<file path="config.mk">
export PLATFORM = sky130hd
export DESIGN_NAME = branch_resolve_id
export DESIGN_NICKNAME = d
export VERILOG_FILES = /design/src/rtl/branch_resolve_id.sv
export SDC_FILE = /design/constraint.sdc
export NUM_CORES = 1
export LEC_CHECK = 0
export ABC_CLOCK_PERIOD_IN_PS = 7090
export BUFFER_PORTS_ARGS = -buffer_cell sky130_fd_sc_hd__clkbuf_2
export CORE_MARGIN = 5
export CORE_UTILIZATION = 54
export CTS_BUF_LIST = sky130_fd_sc_hd__clkbuf_16
export CTS_CLUSTER_SIZE = 14
export DETAILED_ROUTE_END_ITERATION = 10
export PLACE_DENSITY = 0.83
export SLEW_MARGIN = 20
export SYNTH_ARGS = -nofsm -noshare
export SYNTH_HDL_FRONTEND = slang
export SYNTH_SLANG_ARGS = --single-unit
</file>
<file path="constraint.sdc">
create_clock -name CLK -period 7.09 [get_ports CLK]
set_input_delay 1.0635 -clock CLK [delete_from_list [all_inputs] [get_ports CLK]]
set_output_delay 1.0635 -clock CLK [all_outputs]
set_load 0.005 [all_outputs]
</file>
<file path="src/rtl/branch_resolve_id.sv">
// rtl/branch_resolve_id.sv - decode-stage branch resolver driving predictor update and fetch redirect
module branch_resolve_id #(
  parameter int CNT_W = 16
) (
  input  logic             CLK,
  input  logic             RESET,
  input  logic             STALL,
  input  logic             Valid_IN_ID,
  input  logic [31:0]      Instr_IN_ID,
  input  logic [31:0]      Instr_PC_IN_ID,
  input  logic             Pred_Taken_IN_ID,
  input  logic [31:0]      Pred_Target_IN_ID,
  input  logic [31:0]      RS_Data_IN_ID,
  input  logic [31:0]      RT_Data_IN_ID,
  input  logic             Ops_Ready_IN_ID,
  output logic             is_Branch_OUT,
  output logic             is_Taken_OUT,
  output logic [31:0]      Alt_PC_OUT,
  output logic [31:0]      Instr_PC_OUT,
  output logic             Redirect_OUT,
  output logic [31:0]      Redirect_PC_OUT,
  output logic             Hazard_Stall_OUT,
  output logic             Squash_OUT,
  output logic [CNT_W-1:0] Branch_Count_OUT,
  output logic [CNT_W-1:0] Mispred_Count_OUT
);

  typedef enum logic [1:0] {RUN, WAIT_OPS, SQUASH} state_t;

  state_t             state_q, state_d;
  logic               slot_seen_q, slot_seen_d;
  logic               is_branch_q, is_branch_d;
  logic               is_taken_q, is_taken_d;
  logic [31:0]        alt_pc_q, alt_pc_d;
  logic [31:0]        instr_pc_q, instr_pc_d;
  logic               redirect_q, redirect_d;
  logic [31:0]        redirect_pc_q, redirect_pc_d;
  logic [CNT_W-1:0]   branch_cnt_q, branch_cnt_d;
  logic [CNT_W-1:0]   mispred_cnt_q, mispred_cnt_d;

  logic [5:0]         opcode, funct;
  logic [4:0]         rt_field;
  logic               is_cond, is_jump, is_jreg, is_br, needs_ops;
  logic               cond_taken, actual_taken, mispred;
  logic [31:0]        pc4, pc8, target;
  logic signed [31:0] rs_s;
  logic               resolve, hazard, squash;

  always_comb begin
    opcode   = Instr_IN_ID[31:26];
    funct    = Instr_IN_ID[5:0];
    rt_field = Instr_IN_ID[20:16];
    rs_s     = $signed(RS_Data_IN_ID);
    pc4      = Instr_PC_IN_ID + 32'd4;
    pc8      = Instr_PC_IN_ID + 32'd8;
    is_jump  = (opcode == 6'h02) || (opcode == 6'h03);
    is_jreg  = (opcode == 6'h00) && ((funct == 6'h08) || (funct == 6'h09));
    is_cond  = 1'b0;
    cond_taken = 1'b0;
    case (opcode)
      6'h04: begin is_cond = 1'b1; cond_taken = (RS_Data_IN_ID == RT_Data_IN_ID); end
      6'h05: begin is_cond = 1'b1; cond_taken = (RS_Data_IN_ID != RT_Data_IN_ID); end
      6'h06: begin is_cond = 1'b1; cond_taken = (rs_s <= 0); end
      6'h07: begin is_cond = 1'b1; cond_taken = (rs_s > 0); end
      6'h01: begin
        if (rt_field == 5'h00) begin is_cond = 1'b1; cond_taken = (rs_s < 0); end
        if (rt_field == 5'h01) begin is_cond = 1'b1; cond_taken = (rs_s >= 0); end
      end
      default: ;
    endcase
    if (is_jump)      target = {pc4[31:28], Instr_IN_ID[25:0], 2'b00};
    else if (is_jreg) target = RS_Data_IN_ID;
    else              target = pc4 + {{14{Instr_IN_ID[15]}}, Instr_IN_ID[15:0], 2'b00};
    is_br        = is_cond || is_jump || is_jreg;
    needs_ops    = is_cond || is_jreg;
    actual_taken = is_jump || is_jreg || cond_taken;
    mispred      = (actual_taken != Pred_Taken_IN_ID) ||
                   (actual_taken && (target != Pred_Target_IN_ID));
  end

  always_comb begin
    state_d     = state_q;
    slot_seen_d = slot_seen_q;
    resolve     = 1'b0;
    hazard      = 1'b0;
    squash      = 1'b0;
    case (state_q)
      RUN: begin
        if (Valid_IN_ID && is_br) begin
          if (needs_ops && !Ops_Ready_IN_ID) begin
            hazard  = 1'b1;
            state_d = WAIT_OPS;
          end else begin
            resolve = 1'b1;
          end
        end
      end
      WAIT_OPS: begin
        if (!Ops_Ready_IN_ID)         hazard  = 1'b1;
        else if (Valid_IN_ID && is_br) resolve = 1'b1;
        else                           state_d = RUN;
      end
      SQUASH: begin
        // The delay slot runs as ordinary work; only the instruction after it is on the wrong path.
        if (Valid_IN_ID) begin
          if (!slot_seen_q) begin
            slot_seen_d = 1'b1;
          end else begin
            squash      = 1'b1;
            slot_seen_d = 1'b0;
            state_d     = RUN;
          end
        end
      end
      default: state_d = RUN;
    endcase
    if (resolve) begin
      state_d     = mispred ? SQUASH : RUN;
      slot_seen_d = 1'b0;
    end

    is_branch_d   = resolve;
    is_taken_d    = resolve && actual_taken;
    redirect_d    = resolve && mispred;
    alt_pc_d      = resolve ? target : alt_pc_q;
    instr_pc_d    = resolve ? Instr_PC_IN_ID : instr_pc_q;
    redirect_pc_d = resolve ? (actual_taken ? target : pc8) : redirect_pc_q;
    branch_cnt_d  = (resolve && (branch_cnt_q != '1)) ? branch_cnt_q + CNT_W'(1) : branch_cnt_q;
    mispred_cnt_d = (resolve && mispred && (mispred_cnt_q != '1)) ?
                    mispred_cnt_q + CNT_W'(1) : mispred_cnt_q;
  end

  always_ff @(posedge CLK) begin
    if (RESET) begin
      state_q       <= RUN;
      slot_seen_q   <= 1'b0;
      is_branch_q   <= 1'b0;
      is_taken_q    <= 1'b0;
      alt_pc_q      <= '0;
      instr_pc_q    <= '0;
      redirect_q    <= 1'b0;
      redirect_pc_q <= '0;
      branch_cnt_q  <= '0;
      mispred_cnt_q <= '0;
    end else if (!STALL) begin
      state_q       <= state_d;
      slot_seen_q   <= slot_seen_d;
      is_branch_q   <= is_branch_d;
      is_taken_q    <= is_taken_d;
      alt_pc_q      <= alt_pc_d;
      instr_pc_q    <= instr_pc_d;
      redirect_q    <= redirect_d;
      redirect_pc_q <= redirect_pc_d;
      branch_cnt_q  <= branch_cnt_d;
      mispred_cnt_q <= mispred_cnt_d;
    end
  end

  assign is_Branch_OUT     = is_branch_q;
  assign is_Taken_OUT      = is_taken_q;
  assign Alt_PC_OUT        = alt_pc_q;
  assign Instr_PC_OUT      = instr_pc_q;
  assign Redirect_OUT      = redirect_q;
  assign Redirect_PC_OUT   = redirect_pc_q;
  assign Branch_Count_OUT  = branch_cnt_q;
  assign Mispred_Count_OUT = mispred_cnt_q;
  assign Hazard_Stall_OUT  = hazard;
  assign Squash_OUT        = squash;

endmodule

</file>
==> results of run 1 <==
-- flip-flops by register name (all words and copies together) (netlist names) --
name / cells
is_Branch_OUT: 1
Redirect_OUT: 1
Alt_PC_OUT: 32
is_Taken_OUT: 1
Redirect_PC_OUT: 32
slot_seen_q: 1
Mispred_Count_OUT: 16
Branch_Count_OUT: 16
Instr_PC_OUT: 32
state_q: 2
-- placed cells by master (no fill, tap or decap), drive strengths merged, types with 15 or more instances in the layout --
| cell type | instances |
|---|---|
| dfxtp | 134 |
| buf | 19 |
| nor3 | 40 |
| xnor2 | 88 |
| nor2b | 23 |
| nand4 | 49 |
| and3 | 20 |
| o21ai | 57 |
| a21oi | 166 |
| nor4 | 29 |
| clkbuf | 314 |
| o211ai | 16 |
| nor2 | 161 |
| a211oi | 23 |
| inv | 44 |
| xor2 | 59 |
| nand2 | 238 |
| ha | 38 |
| mux2i | 16 |
| nand3 | 41 |
| mux2 | 15 |
-- layer usage --
metal | wire [um] | GRT usage, % | vias up | share of wire [%]
met5 | 69 | 2.28 | - | 0.15
met4 | 3140 | 22.7 | 2 | 6.6
met3 | 5270 | 12.3 | 136 | 11
met2 | 20500 | 58.1 | 814 | 43
met1 | 18300 | 48.1 | 6032 | 39
li1 | - | - | 5886 | -
-- worst max-delay path, delay by kind of cell --
kind | cells | cell delay, ps
adders and majority gates | 1 | 430
and+or+nand+nor | 7 | 2020
AOI/OAI and AO/OA | 5 | 1440
buffers and inverters | 2 | 400
xor gates and xnor gates | 2 | 350
muxes | 2 | 770
-- cell families after synthesis --
logic type,count (synthesis),synth area share [%]
AO/OA/AOI/OAI,373,21.1
multiplexers,31,3.13
buffers and inverters,140,5.25
AND/OR/NAND/NOR,663,29.0
flip-flops,134,24.7
XOR/XNOR,149,12.3
adder cells (fa/ha/maj),39,4.56
-- cell type report --
type / instances / area [um2]
inverters: 36 / 135
clock inverters: 15 / 230
clock buffers: 17 / 425
flip-flops and latches: 134 / 2680
multi-input cells: 1255 / 7630
repair buffers: 316 / 1630
fillers: 1765 / 6590
well taps: 265 / 332
-- how the worst max path moves through the flow --
| stage | from | end | slack (ps) | depth (start not counted) |
|---|---|---|---|---|
| final | Instr_PC_IN_ID[14] | Mispred_Count_OUT[5]$_SDFFE_PP0P_ | 930 | 19 |
| after global placement | Instr_PC_IN_ID[14] | Mispred_Count_OUT[13]$_SDFFE_PP0P_ | 710 | 19 |
| after CTS | Instr_PC_IN_ID[14] | Mispred_Count_OUT[5]$_SDFFE_PP0P_ | 1090 | 19 |
| after detailed placement | Instr_PC_IN_ID[14] | Mispred_Count_OUT[9]$_SDFFE_PP0P_ | 720 | 19 |
| after floorplan | Instr_PC_IN_ID[8] | Mispred_Count_OUT[13]$_SDFFE_PP0P_ | 1420 | 22 |
| after global routing | Instr_PC_IN_ID[14] | Mispred_Count_OUT[13]$_SDFFE_PP0P_ | 640 | 19 |
-- power by group --
group | switching, mW | internal, mW | total, mW
Sequential | 0.00480 | 0.760 | 0.765
Clock | 0.399 | 0.578 | 0.977
Combinational | 0.429 | 0.224 | 0.653
Total | 0.833 | 1.56 | 2.40
-- per-stage QoR --
stage / instances / area, um2 / power (mW)
5_1_grt: 2038 / 13100 / 2.47
3_3_place_gp: 2006 / 12400 / 1.41
3_5_place_dp: 2006 / 12400 / 1.41
2_1_floorplan: 1529 / 10900 / 1.15
4_1_cts: 2038 / 13100 / 2.37
6_report: 2038 / 13100 / 2.40
==> run_results.csv, run 1 <==
group,metric,value,unit
outcome,status,"finished clean",
place,port_buffers,298,
logic_synthesis,async_flop_share,0,%
logic_synthesis,synthTopCellsByArea,"dfxtp_1, nand2_1, a21oi_1",
clocking,clkLatencyLatePin,430,ps
clocking,cts_setup_buffers,0,
cells_and_area,finalNetCount,1965,
die,fp.dieArea,23100,um2
sta,worst_pin_slew,1110,ps
critical_path,critPathKind,"in -> reg",
logic_synthesis,yosys_register_bits,134,
die,rows,51,
die,core,19700,um2
flow_run,max_cap_violations,0,
logic_synthesis,syn_area_per_cell,7.11,um2
die,die_x,152,um
critical_path,rrSetupSlack,4170,ps
critical_path,path_cells,"clkbuf_2 > nand4_1 > or3_1 > or2_2 > xnor2_1 > ha_1 > a21oi_1 > o21ai_0 > a211oi_1 > nand3_1 > a31oi_1 > xor2_1 > mux2i_1 > a21boi_0 > nor4bb_1 > and4_1 > buf_4 > nor4_1 > mux2_2",
grt,grt_pass1_vias,12200,
critical_path,slowest_delay,510,ps
clocking,numCtsBuffers,17,
place,dp_hpwl,37.4,mm
min_path,whs_path_depth,2,
route,drcViolationCount,0,
route,ant_nets,0,
cells_and_area,area_delta_synth_final,20.3,%
sta,skew,12.1,ps
min_path,holdPathEnd,"Instr_PC_OUT[17]$_SDFFE_PP0P_",
route,dr.first_iter.drc_count,1423,
sta,setup_tns,0,ps
sta,clock.fmax,162,MHz
clocking,cts-root-buf,"clkbuf_16",
clocking,tritoncts,"built",
logic_synthesis,syn_area,10900,um2
critical_path,crit_arrival,6470,ps
clocking,cts_hold_buf,0,
logic_synthesis,synth_enable_flop_cells,0,
die,dieHeight,152,um
critical_path,r2r_cells,10,
logic_synthesis,synth.most_common_cell,"nand2_1",
power_and_ir_drop,power.static_leakage,5.47,nW
grt,gr-total-overflow,0,
logic_synthesis,yosysWarnings,0,
critical_path,r2r-end,"Branch_Count_OUT[15]$_SDFFE_PP0P_",
place,post-place-ws,720,ps
clocking,clk_pin_slew_worst_paths,60,ps
clocking,cts-resized-gates,0,
grt,antenna_found_initial,0,
power_and_ir_drop,power_density,183,nW/um2
critical_path,r2r_start,"state_q[1]$_SDFFE_PP0P_",
critical_path,crit_required,7400,ps
sta,rsz0062_at_grt,"false",
critical_path,end_kind,"register",
critical_path,startpoint_type,"input port",
sta,report.final.hold_viol_count,0,
min_path,hold_start,"Instr_PC_OUT[17]$_SDFFE_PP0P_",
logic_synthesis,synth_nets,1734,
sta,final.min_clock_period,6160,ps
die,initial_core_util,55.3,%
sta,setup_viol,0,
cells_and_area,drive_above_1_share,21.5,%
cells_and_area,num_antenna_cells,0,
sta,slew_viol_final,0,
sta,fin_crit_sh,86.8,%
die,pin_count,299,
min_path,worstHoldPathType,"reg -> reg",
sta,final.setup.worst_slack,932,ps
grt,grt_usage,38.6,%
route,routed_via_density,6.32,
logic_synthesis,yosys.area.top_type_share,24.7,%
logic_synthesis,synth_area_leader_cell,"dfxtp_1",
route,drt-total-wl,47.2,mm
clocking,cts_sinks,134,
logic_synthesis,seq_area_frac_synth,24.7,%
grt,grt_max_degree,95,
route,wl_per_cell,23.2,um
sta,holdWs,454,ps
route,dr.pass1.iters,7,
critical_path,cp_slowest_cell,"or3_1",
sta,relSlewSlack,24.0,%
route,num_vias,12900,
grt,grt_pass1_wl,70.9,mm
logic_synthesis,synth.distinct_cells,80,
logic_synthesis,syn_inst,1529,
cells_and_area,fin_util,66.5,%
power_and_ir_drop,peakVddDrop,146,uV
logic_synthesis,synth-main-ff-cell,"dfxtp_1",
logic_synthesis,synth_common_cells,"nand2_1, a21oi_1, nor2_1",
critical_path,cp_max_fo,19,
place,routabilityCongestion,1.03,
clocking,htree_levels,4,
clocking,clockBufferDepth,2,
Note: power is estimated with default switching activity, not from simulation.
==> run 2: changes to the inputs <==
--- a/config.mk
+++ b/config.mk
@@ -5,6 +5,7 @@
 export SDC_FILE = /design/constraint.sdc
 export NUM_CORES = 1
 export LEC_CHECK = 0
+export ABC_AREA = 1
 export ABC_CLOCK_PERIOD_IN_PS = 7090
 export BUFFER_PORTS_ARGS = -buffer_cell sky130_fd_sc_hd__clkbuf_2
 export CORE_MARGIN = 5
==> run 2 against run 1 <==
  * Worst setup slack better by 38 ps
  * Clock skew is 3.6 ps lower
  * Total power down 4.8%
  * Critical path type unchanged
  * Largest cell class unchanged
  * Highest routed layer is now met4
==> run_results.csv, run 2 <==
group,metric,value,unit
grt,top_usage_layer,"met2",
clocking,cts-root-buf,"clkbuf_16",
logic_synthesis,syn_inst,1834,
outcome,status,"finished clean",
die,pin_count,299,
logic_synthesis,synthTopCellsByArea,"dfxtp_1, nand2_1, inv_1",
die,core,20300,um2
grt,grt_max_degree,100,
clocking,clk_pin_slew_worst_paths,60,ps
route,drcViolationCount,0,
power_and_ir_drop,peakVddDrop,182,uV
die,initial_core_util,54.9,%
place,dp_hpwl,36.9,mm
critical_path,startpoint_type,"input port",
logic_synthesis,yosys.area.top_type_share,24.1,%
logic_synthesis,synth_nets,2039,
cells_and_area,layout_commonest_cell,"nand2_1",
route,drt-total-wl,46.3,mm
cells_and_area,multiInputGateArea,7270,um2
sta,slew_viol_final,0,
critical_path,crit_arrival,6500,ps
logic_synthesis,syn_area_per_cell,6.07,um2
clocking,clockBufferDepth,2,
logic_synthesis,synth_area_leader_cell,"dfxtp_1",
critical_path,cp_max_fo,14,
critical_path,cp_slowest_cell,"ha_1",
sta,final.min_clock_period,6120,ps
critical_path,r2r-end,"Mispred_Count_OUT[15]$_SDFFE_PP0P_",
clocking,cts-resized-gates,0,
cells_and_area,finalNetCount,2302,
cells_and_area,drive_above_1_share,19.3,%
place,port_buffers,298,
min_path,worstHoldPathType,"reg -> reg",
grt,grt_util_met1,46.2,%
clocking,numCtsBuffers,17,
critical_path,critPathKind,"in -> reg",
critical_path,slowest_delay,400,ps
route,dr.first_iter.drc_count,1322,
logic_synthesis,synth.distinct_cells,55,
sta,setup_tns,0,ps
critical_path,crit_family,"simple AND/OR/NAND/NOR gates",
clocking,cts_sinks,134,
logic_synthesis,synth_enable_flop_cells,0,
die,rows,52,
sta,worst_pin_slew,1150,ps
sta,setup_viol,0,
power_and_ir_drop,power_density,171,nW/um2
critical_path,r2r_start,"Mispred_Count_OUT[4]$_SDFFE_PP0P_",
grt,antenna_found_initial,0,
logic_synthesis,syn_area,11100,um2
route,dr.pass1.iters,6,
logic_synthesis,yosys_register_bits,134,
die,dieHeight,154,um
critical_path,r2r_cells,12,
grt,grt_pass1_vias,12900,
clocking,cts_setup_buffers,0,
sta,rsz0062_at_grt,"false",
logic_synthesis,seq_area_frac_synth,24.1,%
grt,met3_usage,8.54,%
logic_synthesis,async_flop_share,0,%
sta,clock.fmax,163,MHz
cells_and_area,area_delta_synth_final,19.5,%
die,fp.dieArea,23600,um2
route,num_vias,13600,
place,post_dp_cell_area,12700,um2
route,routed_via_density,5.72,
cells_and_area,num_antenna_cells,0,
clocking,cts_hold_buf,0,
critical_path,startpoint,"Instr_PC_IN_ID[3]",
critical_path,crit_top_cell,"nand2_1",
cells_and_area,final_cell_mix,"nand2_1, clkbuf_2, inv_1",
route,wl_per_cell,19.4,um
sta,fin_crit_sh,86.3,%
cells_and_area,seqCellArea,2680,um2
route,ant_nets,0,
clocking,tritoncts,"built",
critical_path,setup.worst_path.end,"Mispred_Count_OUT[12]$_SDFFE_PP0P_",
flow_run,max_cap_violations,0,
critical_path,crit_required,7470,ps
min_path,whs_path_depth,2,
grt,grt_pass1_wl,70.5,mm
clocking,clkLatencyLatePin,440,ps
grt,grt_usage,37.5,%
die,die_x,154,um
grt,grtUsageMet2,62.1,%
critical_path,end_kind,"register",
logic_synthesis,yosysWarnings,0,
cells_and_area,fillCellCount,1919,
critical_path,cp_num_buf_inv,5,
critical_path,cp.depth,35,
logic_synthesis,synth-main-ff-cell,"dfxtp_1",
logic_synthesis,synth_common_cells,"nand2_1, inv_1, nor2_1",
clocking,htree_levels,4,
sta,report.final.hold_viol_count,0,
power_and_ir_drop,power.static_leakage,6.80,nW
grt,gr-total-overflow,0,
sta,relSlewSlack,23.4,%
critical_path,rrSetupSlack,3700,ps
sta,skew,8.55,ps
logic_synthesis,synth.most_common_cell,"nand2_1",
place,routabilityCongestion,1.06,
cells_and_area,final_area,13300,um2
-- run 2: cell types whose count changed in the layout (fill, tap and decap cells not counted), moves of 17 or more --
| cell | before | now |
|---|---|---|
| a211oi_1 | 23 | 3 |
| a21oi_1 | 166 | 92 |
| and3_1 | 20 | 0 |
| inv_1 | 36 | 236 |
| nand2_1 | 238 | 501 |
| nand3_1 | 41 | 113 |
| nor2_1 | 158 | 221 |
| nor2b_1 | 23 | 0 |
| nor4_1 | 27 | 10 |
| o21ai_0 | 55 | 106 |
| xnor2_1 | 88 | 48 |
-- run 2: stage by stage --
step           utilization (%)  total power [mW]  worst slack (ps)  hold WS [ps]  instances
6_report                  65.6              2.28               970           469       2379
5_1_grt                   65.6              2.37               723           491       2379
4_1_cts                   65.6              2.26              1160           468       2379
3_5_place_dp              62.7              1.37               747           459       2348
3_3_place_gp              62.7              1.37               959           449       2348
2_1_floorplan                -              1.15              2390           453       1834
-- run 2: worst min-delay path by stage --
stage | from | to | slack (ps)
after global placement | Alt_PC_OUT[8]$_SDFFE_PP0P_ | Alt_PC_OUT[8]$_SDFFE_PP0P_ | 450
after global routing | Alt_PC_OUT[8]$_SDFFE_PP0P_ | Alt_PC_OUT[8]$_SDFFE_PP0P_ | 490
after CTS | Redirect_PC_OUT[0]$_SDFFE_PP0P_ | Redirect_PC_OUT[0]$_SDFFE_PP0P_ | 470
after floorplan | Redirect_OUT$_SDFFE_PP0N_ | Redirect_OUT$_SDFFE_PP0N_ | 450
final | Alt_PC_OUT[8]$_SDFFE_PP0P_ | Alt_PC_OUT[8]$_SDFFE_PP0P_ | 470
after detailed placement | Alt_PC_OUT[8]$_SDFFE_PP0P_ | Alt_PC_OUT[8]$_SDFFE_PP0P_ | 460
-- run 2: cell families (layout without fill, tap and decap cells) --
| logic type | after synthesis | in the layout | share of synthesized area, % |
|---|---|---|---|
| AOI/OAI and AO/OA | 264 | 264 | 13.6 |
| and+or+nand+nor | 1000 | 1000 | 39.6 |
| buffers and inverters | 300 | 575 | 10.6 |
| muxes | 1 | 1 | 0.0899 |
| adders and majority gates | 39 | 39 | 4.45 |
| xor gates and xnor gates | 96 | 96 | 7.55 |
| DFF | 134 | 134 | 24.1 |
-- run 2: tightest hold or removal path, stage by stage (launching register included) --
cell	delay, ps
dfxtp_1	310
nand2_1	60
a21oi_1	50
-- run 2: area by class of cell --
type	count	area share [%]
sequential	134	20.2
inverter	243	6.87
multi-input combinational	1400	54.6
clock buffer	17	3.20
tap	270	2.54
clock inverter	14	1.21
timing repair buffer	301	11.4
-- run 2: where the power goes --
part	leakage, nW	internal (mW)	switching [mW]
registers	1.08	0.764	0.00712
clock network	0.289	0.548	0.360
logic	5.43	0.194	0.409
total	6.80	1.50	0.776
-- run 2: routing by layer --
| metal | wire, um | share of wire, % |
|---|---|---|
| met1 | 17800 | 39 |
| met2 | 21100 | 46 |
| met3 | 5010 | 11 |
| met4 | 2360 | 5.1 |
| met5 | 0 | 0 |
==> run 3: changes to the inputs <==
--- a/config.mk
+++ b/config.mk
@@ -7,7 +7,7 @@
 export LEC_CHECK = 0
 export ABC_AREA = 1
 export ABC_CLOCK_PERIOD_IN_PS = 7090
-export BUFFER_PORTS_ARGS = -buffer_cell sky130_fd_sc_hd__clkbuf_2
+export BUFFER_PORTS_ARGS = -buffer_cell sky130_fd_sc_hd__buf_2
 export CORE_MARGIN = 5
 export CORE_UTILIZATION = 54
 export CTS_BUF_LIST = sky130_fd_sc_hd__clkbuf_16
==> run 3 against run 2 <==
  * Die area unchanged
  * Cell area is essentially flat
  * Non-clock buffer count is the same
  * Clock skew hardly changed
  * Combinational power up 1%
  * Routed wire length decreased by 0.22%
  * Maximum frequency increased by 3.4%
  * Critical path depth unchanged
  * Core utilization is essentially flat
  * Critical endpoint unchanged
  * Largest cell class unchanged
==> run_results.csv, run 3 (synthesis gave the netlist of run 2 again) <==
group,metric,value,unit
outcome,status,"finished clean",
sta,rsz0062_at_grt,"false",
sta,holdWs,472,ps
sta,setup_tns,0,ps
critical_path,crit_required,7460,ps
sta,skew,8.55,ps
sta,report.final.hold_viol_count,0,
clocking,numCtsBuffers,17,
clocking,clkLatencyLatePin,430,ps
critical_path,crit_top_cell,"nand2_1",
critical_path,startpoint_type,"input port",
sta,slew_viol_final,0,
clocking,cts_setup_buffers,0,
place,post_dp_cell_area,12700,um2
critical_path,slowest_delay,390,ps
clocking,clockBufferDepth,2,
die,fp.dieArea,23600,um2
route,num_vias,13500,
power_and_ir_drop,power.static_leakage,6.88,nW
cells_and_area,final_area,13300,um2
route,ant_nets,0,
sta,clock.fmax,169,MHz
clocking,cts_sinks,134,
place,post-place-ws,925,ps
clocking,cts_hold_buf,0,
power_and_ir_drop,power_density,171,nW/um2
place,dp_hpwl,37.0,mm
cells_and_area,drive_above_1_share,19.3,%
min_path,worstHoldPathType,"reg -> reg",
route,drcViolationCount,0,
cells_and_area,final_cell_mix,"nand2_1, buf_2, inv_1",
route,drt-total-wl,46.2,mm
die,dieHeight,154,um
route,routed_via_density,5.66,
grt,antenna_found_initial,2,
grt,grt_pass1_vias,12900,
cells_and_area,area_delta_synth_final,19.5,%
critical_path,cp_slowest_cell,"ha_1",
die,initial_core_util,54.9,%
die,die_x,154,um
clocking,tritoncts,"built",
cells_and_area,finalNetCount,2302,
sta,worst_pin_slew,1080,ps
power_and_ir_drop,peakVddDrop,158,uV
sta,fin_crit_sh,83.5,%
route,wl_per_cell,19.4,um
clocking,htree_levels,4,
critical_path,cp_num_buf_inv,5,
grt,gr-total-overflow,0,
clocking,cts-resized-gates,0,
cells_and_area,fillCellCount,1932,
cells_and_area,finalNonFillerCells,2380,
clocking,clk_pin_slew_worst_paths,60,ps
critical_path,crit_family,"simple AND/OR/NAND/NOR gates",
sta,final.setup.worst_slack,1170,ps
grt,grt_max_degree,104,
sta,final.min_clock_period,5920,ps
sta,setup_viol,0,
critical_path,critPathKind,"in -> reg",
die,pin_count,299,
clocking,cts-root-buf,"clkbuf_16",
route,dr.first_iter.drc_count,1199,
die,core,20300,um2
place,post-place-cells,2348,
route,dr.pass1.iters,7,
critical_path,end_kind,"register",
critical_path,crit_arrival,6280,ps
sta,relSlewSlack,27.7,%
critical_path,cp_max_fo,14,
die,rows,52,
grt,grt_usage,37.4,%
cells_and_area,layout_commonest_cell,"nand2_1",
grt,grt_pass1_wl,70.6,mm
place,port_buffers,298,
flow_run,max_cap_violations,0,
place,routabilityCongestion,1.06,
-- run 3: worst reg2reg max path: cells and delay by family, from the launching register on --
family | cells | cell delay [ps]
and+or+nand+nor | 8 | 2420
adders and majority gates | 1 | 230
buffers and inverters | 3 | 240
DFF | 1 | 380
-- run 3: final timing paths --
path / from / endpoint / slack, ps / cells after the start
setup / recovery: Instr_PC_IN_ID[3] / Mispred_Count_OUT[12]$_SDFFE_PP0P_ / 1170 / 35
setup reg to reg: Mispred_Count_OUT[0]$_SDFFE_PP0P_ / Mispred_Count_OUT[0]$_SDFFE_PP0P_ / 3720 / 12
hold / removal: Redirect_PC_OUT[0]$_SDFFE_PP0P_ / Redirect_PC_OUT[0]$_SDFFE_PP0P_ / 470 / 2
hold reg to reg: Redirect_PC_OUT[0]$_SDFFE_PP0P_ / Redirect_PC_OUT[0]$_SDFFE_PP0P_ / 470 / 2
-- run 3: cell type report --
| type | count | area (um2) | share of cell area, % |
|---|---|---|---|
| multi-input combinational | 1400 | 7270 | 54.6 |
| antenna | 1 | 2.50 | 0.0188 |
| inverter | 243 | 915 | 6.87 |
| sequential | 134 | 2680 | 20.2 |
| timing repair buffer | 301 | 1510 | 11.4 |
| tap | 270 | 338 | 2.54 |
| clock inverter | 14 | 160 | 1.20 |
| clock buffer | 17 | 425 | 3.20 |
-- run 3: per-layer routing --
layer	global-route usage, %	vias up	part of all wire (%)
met3	9.16	152	10
li1	-	6438	-
met2	60.2	748	45
met1	46.3	6125	39
met4	19.8	2	6.0
met5	0	-	0.015
-- run 3: where the power goes --
part	switching [mW]	internal, mW
combinational	0.415	0.194
sequential	0.00654	0.764
clock	0.350	0.547
-- run 3: stage by stage --
step	power, mW	util [%]
final	2.28	65.6
after global routing	2.36	65.5
after CTS	2.25	65.5
after detailed placement	1.38	62.7
after global placement	1.37	62.7
after floorplan	1.15	-
